File: src/rtl/out_port_buffer_if.sv
`default_nettype none
// ============================================================================
//  Module   : out_port_buffer_if
//  Purpose  : Bundles the control-side write strobe and bus word, the device
//             valid/ready drain handshake and the buffer status flags.
//  Revision : 1.0  initial release
// ============================================================================
interface out_port_buffer_if #(
  parameter int DATA_WIDTH = 32,
  parameter int PTR_WIDTH  = 2
);
  logic                  OutPortin;
  logic [DATA_WIDTH-1:0] BusMuxOut;
  logic [DATA_WIDTH-1:0] OutPort_out;
  logic [DATA_WIDTH-1:0] dev_data;
  logic                  dev_valid;
  logic                  dev_ready;
  logic                  full;
  logic                  empty;
  logic [PTR_WIDTH:0]    count;
  logic                  out_stall;
  logic                  overflow;

  // Control unit and external device drive the strobe, the bus and ready.
  modport master (
    output OutPortin, BusMuxOut, dev_ready,
    input  OutPort_out, dev_data, dev_valid, full, empty, count, out_stall, overflow
  );

  // The buffer itself.
  modport slave (
    input  OutPortin, BusMuxOut, dev_ready,
    output OutPort_out, dev_data, dev_valid, full, empty, count, out_stall, overflow
  );
endinterface
`default_nettype wire

File: src/rtl/out_port_buffer.sv
`default_nettype none
// ============================================================================
//  Module   : out_port_buffer
//  Purpose  : Output-port register plus a small show-ahead FIFO drained by an
//             external device. One word is captured per rising edge of the
//             OutPortin strobe; a stall flag is raised while the queue is full
//             and a sticky overflow flag records dropped writes.
//  Revision : 1.0  initial release
// ============================================================================
module out_port_buffer #(
  parameter int DATA_WIDTH = 32,
  parameter int DEPTH      = 4,
  parameter int PTR_WIDTH  = 2
) (
  input  wire                clock,
  input  wire                clear,
  out_port_buffer_if.slave   bus
);

  localparam logic [PTR_WIDTH:0]   c_DEPTH_CNT = (PTR_WIDTH + 1)'(DEPTH);
  localparam logic [PTR_WIDTH:0]   c_CNT_ONE   = (PTR_WIDTH + 1)'(1);
  localparam logic [PTR_WIDTH-1:0] c_PTR_ONE   = PTR_WIDTH'(1);

  // Registered state
  logic                  prev_strobe_q;
  logic [DATA_WIDTH-1:0] mem_q [DEPTH];
  logic [PTR_WIDTH-1:0]  wptr_q;
  logic [PTR_WIDTH-1:0]  rptr_q;
  logic [PTR_WIDTH:0]    count_q;
  logic [PTR_WIDTH:0]    count_d;
  logic                  overflow_q;
  logic [DATA_WIDTH-1:0] outport_q;

  // Decoded controls
  logic w_full;
  logic w_empty;
  logic w_push_req;
  logic w_pop;
  logic w_accept;
  logic w_drop;

  // Flags come only from registered count, so no path from ready or strobe.
  assign w_full     = (count_q == c_DEPTH_CNT);
  assign w_empty    = (count_q == '0);
  assign w_push_req = bus.OutPortin & ~prev_strobe_q;
  assign w_pop      = ~w_empty & bus.dev_ready;
  // A pop in the same cycle frees a slot, so a push at full still fits.
  assign w_accept   = w_push_req & (~w_full | w_pop);
  assign w_drop     = w_push_req & w_full & ~w_pop;

  // Occupancy next-state: net change of accepted pushes and pops.
  always_comb begin
    count_d = count_q;
    unique case ({w_accept, w_pop})
      2'b10:   count_d = count_q + c_CNT_ONE;
      2'b01:   count_d = count_q - c_CNT_ONE;
      default: count_d = count_q;
    endcase
  end

  // Pointers, count, strobe history, sticky overflow and out-port register.
  always_ff @(posedge clock) begin
    if (clear) begin
      prev_strobe_q <= 1'b0;
      wptr_q        <= '0;
      rptr_q        <= '0;
      count_q       <= '0;
      overflow_q    <= 1'b0;
      outport_q     <= '0;
    end else begin
      prev_strobe_q <= bus.OutPortin;
      count_q       <= count_d;
      if (w_accept) begin
        wptr_q    <= wptr_q + c_PTR_ONE;
        outport_q <= bus.BusMuxOut;
      end
      if (w_pop) begin
        rptr_q <= rptr_q + c_PTR_ONE;
      end
      if (w_drop) begin
        overflow_q <= 1'b1;
      end
    end
  end

  // Storage array; contents are deliberately not reset, dev_valid guards reads.
  always_ff @(posedge clock) begin
    if (w_accept && !clear) begin
      mem_q[wptr_q] <= bus.BusMuxOut;
    end
  end

  assign bus.OutPort_out = outport_q;
  assign bus.dev_data    = mem_q[rptr_q];
  assign bus.dev_valid   = ~w_empty;
  assign bus.full        = w_full;
  assign bus.empty       = w_empty;
  assign bus.count       = count_q;
  assign bus.out_stall   = w_full;
  assign bus.overflow    = overflow_q;

endmodule
`default_nettype wire

File: src/flat_wrapper.sv
// flat-port wrapper written by rule: the top's interface ports become plain ports
module out_port_buffer_flat 
#(
  parameter int DATA_WIDTH = 32,
  parameter int DEPTH      = 4,
  parameter int PTR_WIDTH  = 2
)
  (clock, clear, bus_OutPortin, bus_BusMuxOut, bus_dev_ready, bus_OutPort_out, bus_dev_data, bus_dev_valid, bus_full, bus_empty, bus_count, bus_out_stall, bus_overflow);
  out_port_buffer_if #(.DATA_WIDTH(DATA_WIDTH), .PTR_WIDTH(PTR_WIDTH)) bus_i ();
  input  wire clock;
  input  wire clear;
  input wire logic [$bits(bus_i.OutPortin)-1:0] bus_OutPortin;
  input wire logic [$bits(bus_i.BusMuxOut)-1:0] bus_BusMuxOut;
  input wire logic [$bits(bus_i.dev_ready)-1:0] bus_dev_ready;
  output wire logic [$bits(bus_i.OutPort_out)-1:0] bus_OutPort_out;
  output wire logic [$bits(bus_i.dev_data)-1:0] bus_dev_data;
  output wire logic [$bits(bus_i.dev_valid)-1:0] bus_dev_valid;
  output wire logic [$bits(bus_i.full)-1:0] bus_full;
  output wire logic [$bits(bus_i.empty)-1:0] bus_empty;
  output wire logic [$bits(bus_i.count)-1:0] bus_count;
  output wire logic [$bits(bus_i.out_stall)-1:0] bus_out_stall;
  output wire logic [$bits(bus_i.overflow)-1:0] bus_overflow;
  assign bus_i.OutPortin = bus_OutPortin;
  assign bus_i.BusMuxOut = bus_BusMuxOut;
  assign bus_i.dev_ready = bus_dev_ready;
  assign bus_OutPort_out = bus_i.OutPort_out;
  assign bus_dev_data = bus_i.dev_data;
  assign bus_dev_valid = bus_i.dev_valid;
  assign bus_full = bus_i.full;
  assign bus_empty = bus_i.empty;
  assign bus_count = bus_i.count;
  assign bus_out_stall = bus_i.out_stall;
  assign bus_overflow = bus_i.overflow;
  out_port_buffer #(.DATA_WIDTH(DATA_WIDTH), .DEPTH(DEPTH), .PTR_WIDTH(PTR_WIDTH)) u_core (.clock(clock), .clear(clear), .bus(bus_i));
endmodule
File: config.mk
export PLATFORM = sky130hd
export DESIGN_NAME = out_port_buffer_flat
export DESIGN_NICKNAME = d
export VERILOG_FILES = /design/src/rtl/out_port_buffer_if.sv /design/src/rtl/out_port_buffer.sv /design/src/flat_wrapper.sv
export SDC_FILE = /design/constraint.sdc
export NUM_CORES = 1
export LEC_CHECK = 0
export CAP_MARGIN = 15
export CORE_ASPECT_RATIO = 2
export CORE_UTILIZATION = 43
export DETAILED_ROUTE_END_ITERATION = 8
export GPL_TIMING_DRIVEN = 1
export PLACE_DENSITY = 0.67
export RECOVER_POWER = 25
export SLEW_MARGIN = 40
export SYNTH_ARGS = -nofsm -noshare
export SYNTH_HDL_FRONTEND = slang
export SYNTH_SLANG_ARGS = --single-unit
export TNS_END_PERCENT = 30
File: constraint.sdc
create_clock -name clock -period 13.6 [get_ports clock]
set_input_delay 4.08 -clock clock [delete_from_list [all_inputs] [get_ports clock]]
set_output_delay 4.08 -clock clock [all_outputs]
set_load 0.005 [all_outputs]
## Word level (Yosys, flattened, before mapping)

Memories as Yosys holds them, arrays and structs flattened. A register that Yosys moved wholly into a read port is not among the register bits.
Cells that the tools add are included.

| word-level totals | value |
|---|---|
| bits in registers | 41 |
| memory bits (writable) | 128 |
| output and inout port bits | 72 |
| word-level logic and storage cells | 33 |
| memories | 1 |

Memory list:

| memory | depth | bits a word | rd ports | clocked after memory_dff | write ports | line | text |
|---|---|---|---|---|---|---|---|
| u_core.mem_q | 4 | 32 | 1 | 1 | 1 | out_port_buffer.sv:26 | `logic [DATA_WIDTH-1:0] mem_q [DEPTH];` |

| operators by class | value |
|---|---|
| add/sub/neg operators | 4 |
| equality and inequality tests | 3 |
| mux-type cells | 5 |
| bitwise gates (word level) | 10 |
| reductions and logical operators | 4 |

Operators with widths:

| cell | number |
|---|---|
| $pmux W3 S2 | 1 |
| $and A1 B1 Y1 | 5 |
| $add A2 B1 Y2 const B | 2 |
| $mux W2 | 2 |
| $not A1 Y1 | 4 |
| $add A3 B1 Y3 const B | 1 |
| $eq A3 B3 Y1 const B | 1 |
| $logic_not A3 Y1 | 1 |
| $sub A3 B1 Y3 const B | 1 |
| $eq A2 B1 Y1 const B | 1 |
| $eq A2 B2 Y1 const B | 1 |
| $mux W1 | 2 |
| $reduce_bool A2 Y1 | 1 |
| $logic_and A1 B1 Y1 | 1 |
| $logic_not A1 Y1 | 1 |
| $or A1 B1 Y1 | 1 |

## Longest topological paths before layout

Gate-level depths: netlist of the first run.

| depth | value |
|---|---|
| word-level depth | 8 |
| mapped depth | 10 |
| mapped depth without buffers | 9 |

## Worst setup path after synthesis of the first run

Ideal clock, no wire load.

| timing path | value |
|---|---|
| path kind | input to register |
| start | input port clear |
| end | memory u_core.mem_q[1][0], enable pin |
| data arrival time | 7027 ps |
| data required time | 13132 ps |
| slack | 6105 ps |
| cell stages on the path | 4 |
| buffers on the path | 3 |
| cells stage by stage | clkbuf_1 > clkbuf_1 > clkbuf_1 > nor3b_1 |

| between the ends | value |
|---|---|
| cells in the longest elaborated chain, start to end | 4 |

Ends and longest elaborated chain:

| item | line | text |
|---|---|---|
| start, declared | flat_wrapper.sv:11 | `input wire clear;` |
| $logic_not A1 Y1 | out_port_buffer.sv:88 | `if (w_accept && !clear) begin` |
| $logic_and A1 B1 Y1 | out_port_buffer.sv:88 |  |
| $mux W1 | out_port_buffer.sv:88 |  |
| $mux W1 (not written as such) | out_port_buffer.sv:89 | `mem_q[wptr_q] <= bus.BusMuxOut;` |
| end, declared | out_port_buffer.sv:26 |  |

Every way passes these cells.

==> flow_summary.ini, run 1 <==
[timing]
tightest_slew_ns = 0.6466
final-hold-violation-count = 0
rsz0062_at_grt = false
worst_slack_ns = 7.150
maxSlewHeadroom_pct = 56.90
post-route-period-util_pct = 47.43
fin_skew_ns = 0.008945
setup-tns-final_ns = 0
max_freq_ghz = 0.1550
period_minus_slack_ns = 6.450
drv_slew = 0
setup_viol = 0

[route]
postRouteAntennaNets = 0
drcViolationCount = 0
vias = 3426
wl_per_cell_um = 17.98
routed_wl_mm = 12.37
vias_per_cell = 4.980
drtIter0Drc = 150
first_pass_iters = 4

[worst_setup_path]
worstPathArrival_ns = 2.37
cp.required_ns = 9.52
slowest_stage = mux4_2
path_cells = buf_4 -> mux4_2 -> clkdlybuf4s50_1
critPathBufInv = 2
crit_family = buffers and inverters
slowest_delay_ns = 0.64
cp_max_fo = 32
cp-end-kind = output port
crit_path_start_kind = flip-flop
crit_type = reg -> out

[power_and_ir_drop]
pwr_density_cell_nw_per_um2 = 162.1
max-vdd-ir-drop_mv = 0.1155
p_leak_nw = 2.840

[floorplan]
coreArea_um2 = 14900
fp-row-count = 63
initial_core_util_pct = 44.28
io_pins = 108
dieArea_um2 = 15870
die_x_um = 89.58
dieHeight_um = 177.2

[grt]
top_usage_layer = met2
antenna_found_initial = 0
use_met2_pct = 30.78
gr-usage-met1_pct = 18.85
grt_pass1_vias = 3639
grt_first_pass_wirelength_mm = 19.29
grt.total_usage_pct = 17.07
grt-ovfl-total = 0
met3_usage_pct = 3.965
grt_max_degree = 81

[place]
dp_hpwl_mm = 7.756
gp_congestion = 0.6780
postPlaceCellArea_um2 = 7864
io_buffer_count = 107
post-place-ws_ns = 6.727
dp_cells = 656

[final_layout]
n_antenna_cell = 0
layout_common_cells = 128 x edfxtp_1, 80 x clkdlybuf4s50_1, 66 x nand2b_1
final.fill_count = 1171
final_cells = 688
synthToLayoutAreaGrowth_pct = 28.15
drive_above_1_share_pct = 15.62
final_common_cell = edfxtp_1
final_cell_area_um2 = 8453
final_net_count = 522

[clock_tree]
insertion_delay_ns = 0.41
cts_setup_buffers = 0
cts_root_buf = clkbuf_16
postCtsHoldBufs = 0
clkTransAtPathRegs_ns = 0.06
cts.sinks = 171
htreeDepth = 4
clk_path_buf_depth = 2
numCtsBuffers = 17
tritoncts = built
post_cts_resized = 0

[hold_path]
min_path_type = reg -> reg

[synth]
ys_seq_elements = 171
syn_area_per_cell_um2 = 17.88
synth_cells = 369
yosysUniqueCellTypes = 27
synth_seq_area_share_pct = 71.32
synth_nets = 411
synth-warning-count = 0
syn_area_um2 = 6596

[status]
outcome = finished, final reports clean

[flow_run]
drv_cap = 0
==> cell usage after synthesis <==
master | count | area [um^2]
mux4_2 | 32 | 720.7
inv_1 | 8 | 30.03
ha_1 | 5 | 62.56
a31oi_1 | 1 | 6.260
nand2_1 | 1 | 3.750
o21ai_0 | 2 | 10.01
o31ai_1 | 1 | 7.510
nand2b_1 | 66 | 412.9
dfxtp_1 | 43 | 860.8
nor2b_1 | 1 | 6.260
xor2_1 | 3 | 26.28
clkbuf_1 | 9 | 33.78
inv_2 | 1 | 3.750
mux2i_1 | 33 | 330.3
buf_1 | 3 | 11.26
or3_1 | 3 | 18.77
nor2_1 | 8 | 30.03
nor4b_2 | 1 | 15.01
buf_4 | 1 | 7.510
and3_1 | 1 | 6.260
mux2_2 | 1 | 11.26
edfxtp_1 | 128 | 3844
buf_6 | 4 | 45.04
a21oi_1 | 3 | 15.01
fa_1 | 1 | 20.02
nor3b_1 | 5 | 37.54
buf_2 | 4 | 20.02
==> flip-flops by register name (all words and copies together) (netlist names), named ones only <==
signal,cells
u_core.mem_q,128
u_core.prev_strobe_q,1
u_core.bus.overflow,1
u_core.bus.OutPort_out,32
u_core.bus.count,3
u_core.wptr_q,2
u_core.rptr_q,2
==> area by class of cell <==
type | instances | area, um^2 | share of cell area [%]
repair buffers | 113 | 1114 | 13.17
clock inverters | 8 | 82.58 | 0.9769
flip-flops and latches | 171 | 4710 | 55.71
multi-input cells | 168 | 1765 | 20.89
inverters | 9 | 33.78 | 0.3996
well taps | 195 | 244.0 | 2.886
clock buffers | 24 | 504.2 | 5.965
==> power by group <==
part / total, W / internal (W) / leakage [nW] / switching [W]
clock network: 0.000467 / 0.000280 / 0.289 / 0.000187
logic: 0.000293 / 0.000178 / 1.04 / 0.000115
registers: 0.000610 / 0.000589 / 1.51 / 0.0000206
==> final timing paths <==
path | from | to | slack [ns] | depth (start not counted)
max | flip-flop | bus_dev_data[18] | 7.15 | 3
min | u_core.bus.OutPort_out[2] | u_core.bus.OutPort_out[2] | 0.47 | 2
max reg2reg | u_core.bus.count[2] | u_core.bus.count[2] | 10.86 | 10
min reg2reg | u_core.bus.OutPort_out[2] | u_core.bus.OutPort_out[2] | 0.47 | 2
==> logic make-up after synthesis <==
group                    count (synthesis)  synth area share [%]
multiplexers                            66                 16.10
adder cells (fa/ha/maj)                  6                 1.252
AO/OA/AOI/OAI                            7                0.5881
AND/OR/NAND/NOR                         86                 8.043
buffers and inverters                   30                 2.295
flip-flops                             171                 71.32
XOR/XNOR                                 3                0.3984
==> layer usage <==
layer | routed length, um | vias to the layer above
met4 | 186 | 0
met3 | 344 | 11
li1 | - | 1602
met1 | 4727 | 1737
met5 | 0 | -
met2 | 7114 | 76
==> stage by stage <==
stage          hold WS (ns)  utilization [%]  total power, W
6_report             0.4749            56.74        0.001370
5_1_grt              0.4855            56.74        0.001428
4_1_cts              0.4784            56.72        0.001390
3_5_place_dp         0.4598            52.78       0.0009227
3_3_place_gp         0.4583            52.77       0.0009169
2_1_floorplan        0.4591                -       0.0007719
==> worst min-delay path, stage by stage (launching register included) <==
cell	delay, ns
dfxtp_1	0.31
nand2b_1	0.06
mux2i_1	0.06
Note: power is estimated with default switching activity, not from simulation.
==> run 2, diff against run 1 <==
==> constraint.sdc (replaced) <==
create_clock -name clock -period 6.5 [get_ports clock]
set_input_delay 1.95 -clock clock [delete_from_list [all_inputs] [get_ports clock]]
set_output_delay 1.95 -clock clock [all_outputs]
set_load 0.005 [all_outputs]
==> run 2 against run 1 <==
  * Cell count increased by 0.29%
  * Largest cell class unchanged
  * Final area increased by 0.50%
  * Worst setup slack got worse by 5.1 ns
  * Wire length increased by 4.1%
  * Sequential share of layout area decreased by 0.28 points
==> flow_summary.ini, run 2 (synthesized netlist as in run 1, its figures left out) <==
[status]
outcome = finished, final reports clean

[floorplan]
initial_core_util_pct = 44.28
die_x_um = 89.58
fp-row-count = 63
coreArea_um2 = 14900
dieArea_um2 = 15870
dieHeight_um = 177.2
io_pins = 108

[power_and_ir_drop]
power_w = 0.002925
max-vdd-ir-drop_mv = 0.2393
pwr_density_cell_nw_per_um2 = 344.3
p_leak_nw = 2.850

[timing]
fin_skew_ns = 0.01042
max_freq_ghz = 0.2236
final-hold-violation-count = 0
period_minus_slack_ns = 4.471
holdWs_ns = 0.4726
post-route-period-util_pct = 68.79
rsz0062_at_grt = false
setup_viol = 0
setup-tns-final_ns = 0
tightest_slew_ns = 0.7640
drv_slew = 0
maxSlewHeadroom_pct = 48.85

[clock_tree]
htreeDepth = 4
cts_root_buf = clkbuf_16
postCtsHoldBufs = 0
tritoncts = built
insertion_delay_ns = 0.42
clkTransAtPathRegs_ns = 0.06
post_cts_resized = 0
numCtsBuffers = 17
cts_setup_buffers = 0
clk_path_buf_depth = 2
cts.sinks = 171

[route]
drtIter0Drc = 154
routed_wl_mm = 12.88
wl_per_cell_um = 18.67
postRouteAntennaNets = 0
vias = 3458
dr.max_layer_used = met4
wl_met1_mm = 4.576
first_pass_iters = 4
vias_per_cell = 5.012
drcViolationCount = 0
met2_length_mm = 7.596
wl_met3_um = 431

[grt]
grt_max_degree = 81
grt-ovfl-total = 0
grt.total_usage_pct = 17.76
grt_pass1_vias = 3719
grt_first_pass_wirelength_mm = 19.87
antenna_found_initial = 0

[worst_setup_path]
slowest_stage = mux4_2
crit_path_start_kind = flip-flop
cp_max_fo = 25
r2r-start = u_core.bus.count[0]
worstPathArrival_ns = 2.52
crit_type = reg -> out
cp.required_ns = 4.55
r2r_slack_ns = 4.11
slowest_delay_ns = 0.57
path_cells = buf_4 -> mux4_2 -> clkdlybuf4s50_1
reg2reg_to = u_core.mem_q[1][16]
ff2ff_path_depth = 5
cp-end-kind = output port

[hold_path]
holdPathEnd = u_core.bus.OutPort_out[1]
min_from = u_core.bus.OutPort_out[1]
hold_depth = 2
min_path_type = reg -> reg

[final_layout]
final_net_count = 524
largest_register_ffs = 128
regMostFlops = u_core.mem_q
layout_common_cells = 128 x edfxtp_1, 81 x clkdlybuf4s50_1, 66 x nand2b_1
synthToLayoutAreaGrowth_pct = 28.79
final_common_cell = edfxtp_1
n_antenna_cell = 0
drive_above_1_share_pct = 16.57
final_cell_area_um2 = 8496

[flow_run]
drv_cap = 0

[place]
dp_hpwl_mm = 8.308
gp_congestion = 0.7645
postPlaceCellArea_um2 = 7879
io_buffer_count = 107
-- run 2: final cells by class --
type | count | area (um^2)
clock buffer | 17 | 425.4
inverter | 9 | 33.78
timing repair buffer | 115 | 1126
sequential | 171 | 4710
fill | 1175 | 6402
clock inverter | 15 | 185.2
multi-input combinational | 168 | 1772
tap | 195 | 244.0
-- run 2: through the flow --
step	utilization [%]	setup WS, ns	std cells
final	57.03	2.029	690
after global routing	57.03	1.867	690
after detailed placement	52.88	2.047	658
after CTS	56.98	1.925	690
after floorplan	-	1.135	369
after global placement	52.87	2.136	658
-- run 2: worst max path at each step --
stage	endpoint	slack, ns	startpoint	cells after the start
2_1_floorplan	u_core.mem_q[1][0]	1.14	clear	4
3_3_place_gp	u_core.mem_q[1][6]	2.14	bus_dev_ready	6
3_5_place_dp	u_core.mem_q[3][8]	2.05	bus_dev_ready	6
4_1_cts	bus_dev_data[23]	1.93	flip-flop	3
5_1_grt	bus_dev_data[16]	1.87	flip-flop	3
6_report	bus_dev_data[16]	2.03	flip-flop	3
-- run 2: routing by layer --
metal	track usage, %	vias up
met2	33.49	82
li1	-	1609
met4	7.341	0
met3	4.058	21
met1	17.87	1746
met5	0	-
-- run 2: critical path, delay by kind of cell, from the launching register on --
kind	cells	cell delay (ns)
multiplexers	1	0.57
buffers and inverters	2	1.03
flip-flops	1	0.50
-- run 2: power by group --
group	leakage, nW	internal [W]	switching, W
logic	1.05	0.000373	0.000230
clock network	0.285	0.000610	0.000423
registers	1.51	0.00123	0.0000561
total	2.85	0.00222	0.000709
